File: config.mk
export PLATFORM = sky130hd
export DESIGN_NAME = lsu
export DESIGN_NICKNAME = d
export VERILOG_FILES = /design/src/rtl/lsu.sv
export SDC_FILE = /design/constraint.sdc
export NUM_CORES = 1
export LEC_CHECK = 0
export CORE_UTILIZATION = 51
export CTS_CLUSTER_SIZE = 30
export DETAILED_ROUTE_END_ITERATION = 8
export PLACE_DENSITY = 0.87
export SYNTH_ARGS = -nofsm -noshare
export SYNTH_HDL_FRONTEND = slang
export SYNTH_SLANG_ARGS = --single-unit
File: constraint.sdc
create_clock -name clk -period 5.47 [get_ports clk]
set_input_delay 0.547 -clock clk [delete_from_list [all_inputs] [get_ports clk]]
set_output_delay 0.547 -clock clk [all_outputs]
set_load 0.1 [all_outputs]
File: src/rtl/lsu.sv
// ============================================================================
// lsu : single-outstanding RV32I load/store unit with byte/half RMW stores
// Rev 1.0 : initial release
// ============================================================================
`default_nettype none

module lsu (
  input  logic        clk,
  input  logic        rst,
  input  logic        req_valid,
  output logic        req_ready,
  input  logic        req_write,
  input  logic [2:0]  req_funct3,
  input  logic [31:0] req_addr,
  input  logic [31:0] req_wdata,
  output logic        resp_valid,
  output logic [31:0] resp_rdata,
  output logic        resp_err,
  output logic        mem_read,
  output logic        mem_write,
  output logic [31:0] mem_addr,
  output logic [31:0] mem_wdata,
  input  logic [31:0] mem_rdata
);

  localparam logic [2:0] S_IDLE   = 3'd0;
  localparam logic [2:0] S_LOAD   = 3'd1;
  localparam logic [2:0] S_RMW_RD = 3'd2;
  localparam logic [2:0] S_STORE  = 3'd3;
  localparam logic [2:0] S_RESP   = 3'd4;

  logic [2:0]  state;
  logic [2:0]  next_state;
  logic        r_write;
  logic [2:0]  r_funct3;
  logic [31:0] r_addr;
  logic [31:0] r_wdata;
  logic [31:0] r_word;
  logic [31:0] r_rdata;
  logic        r_err;

  logic        w_accept;
  logic        w_illegal;
  logic        w_misaligned;
  logic        w_req_err;
  logic [7:0]  w_byte;
  logic [15:0] w_half;
  logic [31:0] w_load;
  logic [31:0] w_merged;

  assign w_accept = req_valid && req_ready;

  // Request classification is done on the live request so the accept edge
  // can branch straight to the right state.
  always_comb begin
    w_illegal    = 1'b0;
    w_misaligned = 1'b0;
    if (req_write)
      w_illegal = req_funct3[2] || (req_funct3[1:0] == 2'b11);
    else
      w_illegal = (req_funct3 == 3'b011) || (req_funct3[2:1] == 2'b11);
    w_misaligned = ((req_funct3[1:0] == 2'b01) && req_addr[0]) ||
                   ((req_funct3[1:0] == 2'b10) && (req_addr[1:0] != 2'b00));
    w_req_err = w_illegal || w_misaligned;
  end

  always_ff @(posedge clk) begin
    if (rst) state <= S_IDLE;
    else     state <= next_state;
  end

  always_comb begin
    next_state = state;
    case (state)
      S_IDLE: begin
        if (w_accept) begin
          if (w_req_err)                      next_state = S_RESP;
          else if (!req_write)                next_state = S_LOAD;
          else if (req_funct3[1:0] == 2'b10)  next_state = S_STORE;
          else                                next_state = S_RMW_RD;
        end
      end
      S_LOAD:   next_state = S_RESP;
      S_RMW_RD: next_state = S_STORE;
      S_STORE:  next_state = S_RESP;
      S_RESP:   next_state = S_IDLE;
      default:  next_state = S_IDLE;
    endcase
  end

  // Strobes are gated by rst so a store interrupted by reset never writes.
  always_comb begin
    req_ready  = !rst && (state == S_IDLE);
    resp_valid = !rst && (state == S_RESP);
    resp_err   = resp_valid && r_err;
    resp_rdata = rst ? 32'd0 : r_rdata;
    mem_read   = !rst && ((state == S_LOAD) || (state == S_RMW_RD));
    mem_write  = !rst && (state == S_STORE);
    mem_addr   = {r_addr[31:2], 2'b00};
    mem_wdata  = (r_funct3[1:0] == 2'b10) ? r_wdata : w_merged;
  end

  always_comb begin
    case (r_addr[1:0])
      2'b00:   w_byte = mem_rdata[7:0];
      2'b01:   w_byte = mem_rdata[15:8];
      2'b10:   w_byte = mem_rdata[23:16];
      default: w_byte = mem_rdata[31:24];
    endcase
    w_half = r_addr[1] ? mem_rdata[31:16] : mem_rdata[15:0];
    case (r_funct3)
      3'b000:  w_load = {{24{w_byte[7]}}, w_byte};
      3'b001:  w_load = {{16{w_half[15]}}, w_half};
      3'b100:  w_load = {24'd0, w_byte};
      3'b101:  w_load = {16'd0, w_half};
      default: w_load = mem_rdata;
    endcase
  end

  always_comb begin
    w_merged = r_word;
    if (r_funct3[1:0] == 2'b00)
      w_merged[{r_addr[1:0], 3'b000} +: 8] = r_wdata[7:0];
    else
      w_merged[{r_addr[1], 4'b0000} +: 16] = r_wdata[15:0];
  end

  always_ff @(posedge clk) begin
    if (rst) begin
      r_write  <= 1'b0;
      r_funct3 <= 3'd0;
      r_addr   <= 32'd0;
      r_wdata  <= 32'd0;
      r_word   <= 32'd0;
      r_rdata  <= 32'd0;
      r_err    <= 1'b0;
    end else begin
      if (w_accept) begin
        r_write  <= req_write;
        r_funct3 <= req_funct3;
        r_addr   <= req_addr;
        r_wdata  <= req_wdata;
        r_err    <= w_req_err;
      end
      if (state == S_RMW_RD)
        r_word <= mem_rdata;
      // Response data changes only on the edge that enters RESP.
      if (state == S_LOAD)
        r_rdata <= w_load;
      else if ((state == S_STORE) || (w_accept && w_req_err))
        r_rdata <= 32'd0;
    end
  end

  logic unused_ok;
  assign unused_ok = r_write;

endmodule

`default_nettype wire

==> metrics <==
P per Cell Area around 340 nW/um2; clock power share between 30% and 40%; maximum vdd drop 0.000249 V; number of library cell types mapped by synthesis 50; area delta synth->final 34.0%; Total GRT Usage 29.5%; Slew Limit Fails 0; Top FF cell, synth dfxtp_1; largest area contributor in the netlist dfxtp_1; Post-Syn Area per Cell slightly above 8 um2; final hold violations 0; P_sw 1.07 mW; WL final slightly above 20 mm; Tcrit/Tclk final a little under three quarters; internal power 2.02 mW; nets@finish approximately 1100; Min Hold Slack between 400 and 500 ps; Clock Path Buffers 2; FF+latch count, synth 135; Max Cap Viol 0; largest net degree at the start of global routing 79; first-pass GRT wire length 32.3 mm; share of layout cells above drive strength 1 7.98%; Num CTS Buffers 17; die area 13800 um2; WL per Instance around 18 um; Reg power frac 35.3%; hold_buf cts 0; Antenna diodes 0; Crit Path Max Fanout 33; CP arrival 3390 ps; PortBufs 201; Post-synth EDFFs 0; via count of the first global-routing pass 6283; Tmin final 3940 ps; 1st-iter DRT viols between 600 and 700; Max-slew headroom 18.5%; Cell Area, Synth 6810 um2; clk root buf clkbuf_16; H-tree levels 4; GPL Wtd Cong 0.894; CP endpoint kind output pin; DR vias approximately 6600; outcome completed; # DRC 0; post-cts gate resize count 0; asr flop ratio synth 0%; Reg-to-Reg End r_rdata[30]$_SDFFE_PP0P_; Yosys Warn Count 0; Sink Count 135; end of the critical path mem_wdata[1]; setup slack, reg-to-reg 2650 ps; Die X 118 um; CTS tree built; crit path kind reg2out; standard-cell row count 41; initial antenna violation count 0; Fill cells slightly above 1000; Worst Tran Pin Value 1220 ps; final setup fails 0; Layout Skew 5.56 ps; register area share after synthesis between 30% and 40%; Pleak about 3.5 nW; post-CTS setup buffers 0; RR Startpoint r_addr[1]$_SDFFE_PP0P_; DR vias/cell approximately 5.7; Req. time, crit path 4920 ps; maximum clock rate 254 MHz; Final HPWL DP 14.0 mm; Die Span Y 118 um; synth cell count leaders 211 x nand2_1, 135 x dfxtp_1, 64 x nand3b_1; CTS clock-pin slew for the worst setup and hold paths 50 ps; Top Ports 204; Area contributors post-synth dfxtp_1 40%, nand2_1 12%, nand3b_1 7.1%; final global-route overflow total 0; RSZ-0062 raised after global routing false; Detail Route Antenna Nets 0; final setup TNS 0 ps; Syn Inst Count 833; Comb pwr share 27.8%; Sw Share 34.8%; clock latency on the worst-skew pair 420 ps; cell count of the worst reg-to-reg path 6; drt pass-1 iters 5; most frequent cell after synthesis nand2_1; Hold/Removal Path Class reg2reg; Starting Density 53.1%; post-synth top area share 39.7%; core area about 13000 um2; Startpoint Class flip-flop; Worst Setup SP r_funct3[1]$_SDFFE_PP0P_
[critical path, cell delays in order, from the launching register on]
cell             delay, ps
dfxtp_1                300
buf_4                  330
or2_1                  450
a21oi_1                 80
nor2_1                 460
a22o_1                 220
clkdlybuf4s50_1       1130
[metrics by stage]
| stage | setup slack (ps) | power, mW | area (um2) | std cells | util (%) |
|---|---|---|---|---|---|
| finish | 1530 | 3.09 | 9120 | 1150 | 71.1 |
| global route | 1340 | 3.19 | 9120 | 1150 | 71.1 |
| CTS | 1550 | 3.10 | 9120 | 1150 | 71.1 |
| detailed placement | 1990 | 1.96 | 8520 | 1119 | 66.5 |
| global placement | 2070 | 1.96 | 8520 | 1119 | 66.5 |
| floorplan | 458 | 1.75 | 6820 | 834 | - |
[power groups by stage]
stage / Sequential [mW] / Clock (mW) / Combinational (mW)
6_report: 1.09 / 1.14 / 0.861
2_1_floorplan: 1.09 / 0 / 0.657
4_1_cts: 1.09 / 1.16 / 0.859
3_3_place_gp: 1.11 / 0 / 0.849
3_5_place_dp: 1.11 / 0 / 0.854
5_1_grt: 1.10 / 1.20 / 0.902
[state kept, by name, indices dropped and copies added (netlist names)]
signal	cells
r_rdata	32
r_word	32
state	3
r_funct3	3
r_wdata	32
r_addr	32
r_err	1
[worst min path at each step]
stage               cells after the start               startpoint  slack (ps)                      end
finish                                  2   r_word[7]$_SDFFE_PP0P_         460   r_word[7]$_SDFFE_PP0P_
global route                            2  r_word[28]$_SDFFE_PP0P_         480  r_word[28]$_SDFFE_PP0P_
CTS                                     2   r_word[7]$_SDFFE_PP0P_         460   r_word[7]$_SDFFE_PP0P_
detailed placement                      2   r_word[7]$_SDFFE_PP0P_         450   r_word[7]$_SDFFE_PP0P_
global placement                        2   r_word[7]$_SDFFE_PP0P_         450   r_word[7]$_SDFFE_PP0P_
floorplan                               2       r_err$_SDFFE_PP0P_         430       r_err$_SDFFE_PP0P_
[cells in the final DEF, fill, tap and decap left out, types with 3 or more instances in the layout]
| cell type | netlist | final |
|---|---|---|
| nand2_1 | 211 | 210 |
| nor4_1 | 3 | 3 |
| a221o_1 | 18 | 18 |
| a221oi_1 | 15 | 15 |
| clkdlybuf4s50_1 | 0 | 177 |
| mux2_2 | 5 | 5 |
| a31oi_1 | 3 | 3 |
| a22oi_1 | 10 | 10 |
| dfxtp_1 | 135 | 135 |
| nor3_1 | 4 | 3 |
| clkinvlp_4 | 0 | 3 |
| a21oi_1 | 48 | 48 |
| nor3_2 | 2 | 3 |
| nor2_1 | 29 | 29 |
| o31ai_1 | 3 | 3 |
| ha_1 | 5 | 5 |
| a32o_1 | 3 | 3 |
| buf_4 | 34 | 32 |
| clkbuf_16 | 0 | 17 |
| a211oi_1 | 5 | 5 |
| inv_1 | 13 | 13 |
| a22o_1 | 15 | 15 |
| clkbuf_8 | 0 | 5 |
| mux2i_1 | 21 | 21 |
| o21ai_0 | 29 | 29 |
| nand3b_1 | 64 | 64 |
| and2_1 | 4 | 3 |
| nand2b_1 | 8 | 8 |
| o2bb2ai_1 | 24 | 24 |
| nor2b_1 | 36 | 36 |
[per-layer routing]
metal / global-route usage, % / up-vias / part of all wire (%)
met2: 49.2 / 309 / 48
met4: 12.3 / 0 / 2.9
met5: 0 / - / 0
li1: - / 3143 / -
met3: 8.96 / 55 / 9.1
met1: 35.1 / 3061 / 40
[layout make-up]
class / instances / area [um2] / share of cell area (%)
multi-input cells: 590 / 3550 / 38.9
flip-flops and latches: 135 / 2700 / 29.6
repair buffers: 209 / 2010 / 22.1
clock buffers: 24 / 502 / 5.50
well taps: 172 / 215 / 2.36
clock inverters: 7 / 92.6 / 1.02
inverters: 13 / 48.8 / 0.535
[cells by family after synthesis]
group / Yosys count / share of synthesized area, %
AND/OR/NAND/NOR: 373 / 27.3
adder cells (fa/ha/maj): 5 / 0.919
flip-flops: 135 / 39.7
AO/OA/AOI/OAI: 184 / 19.7
other: 1 / 0.0551
multiplexers: 26 / 3.92
buffers and inverters: 109 / 8.46
Power figures use the tool's default switching activity.
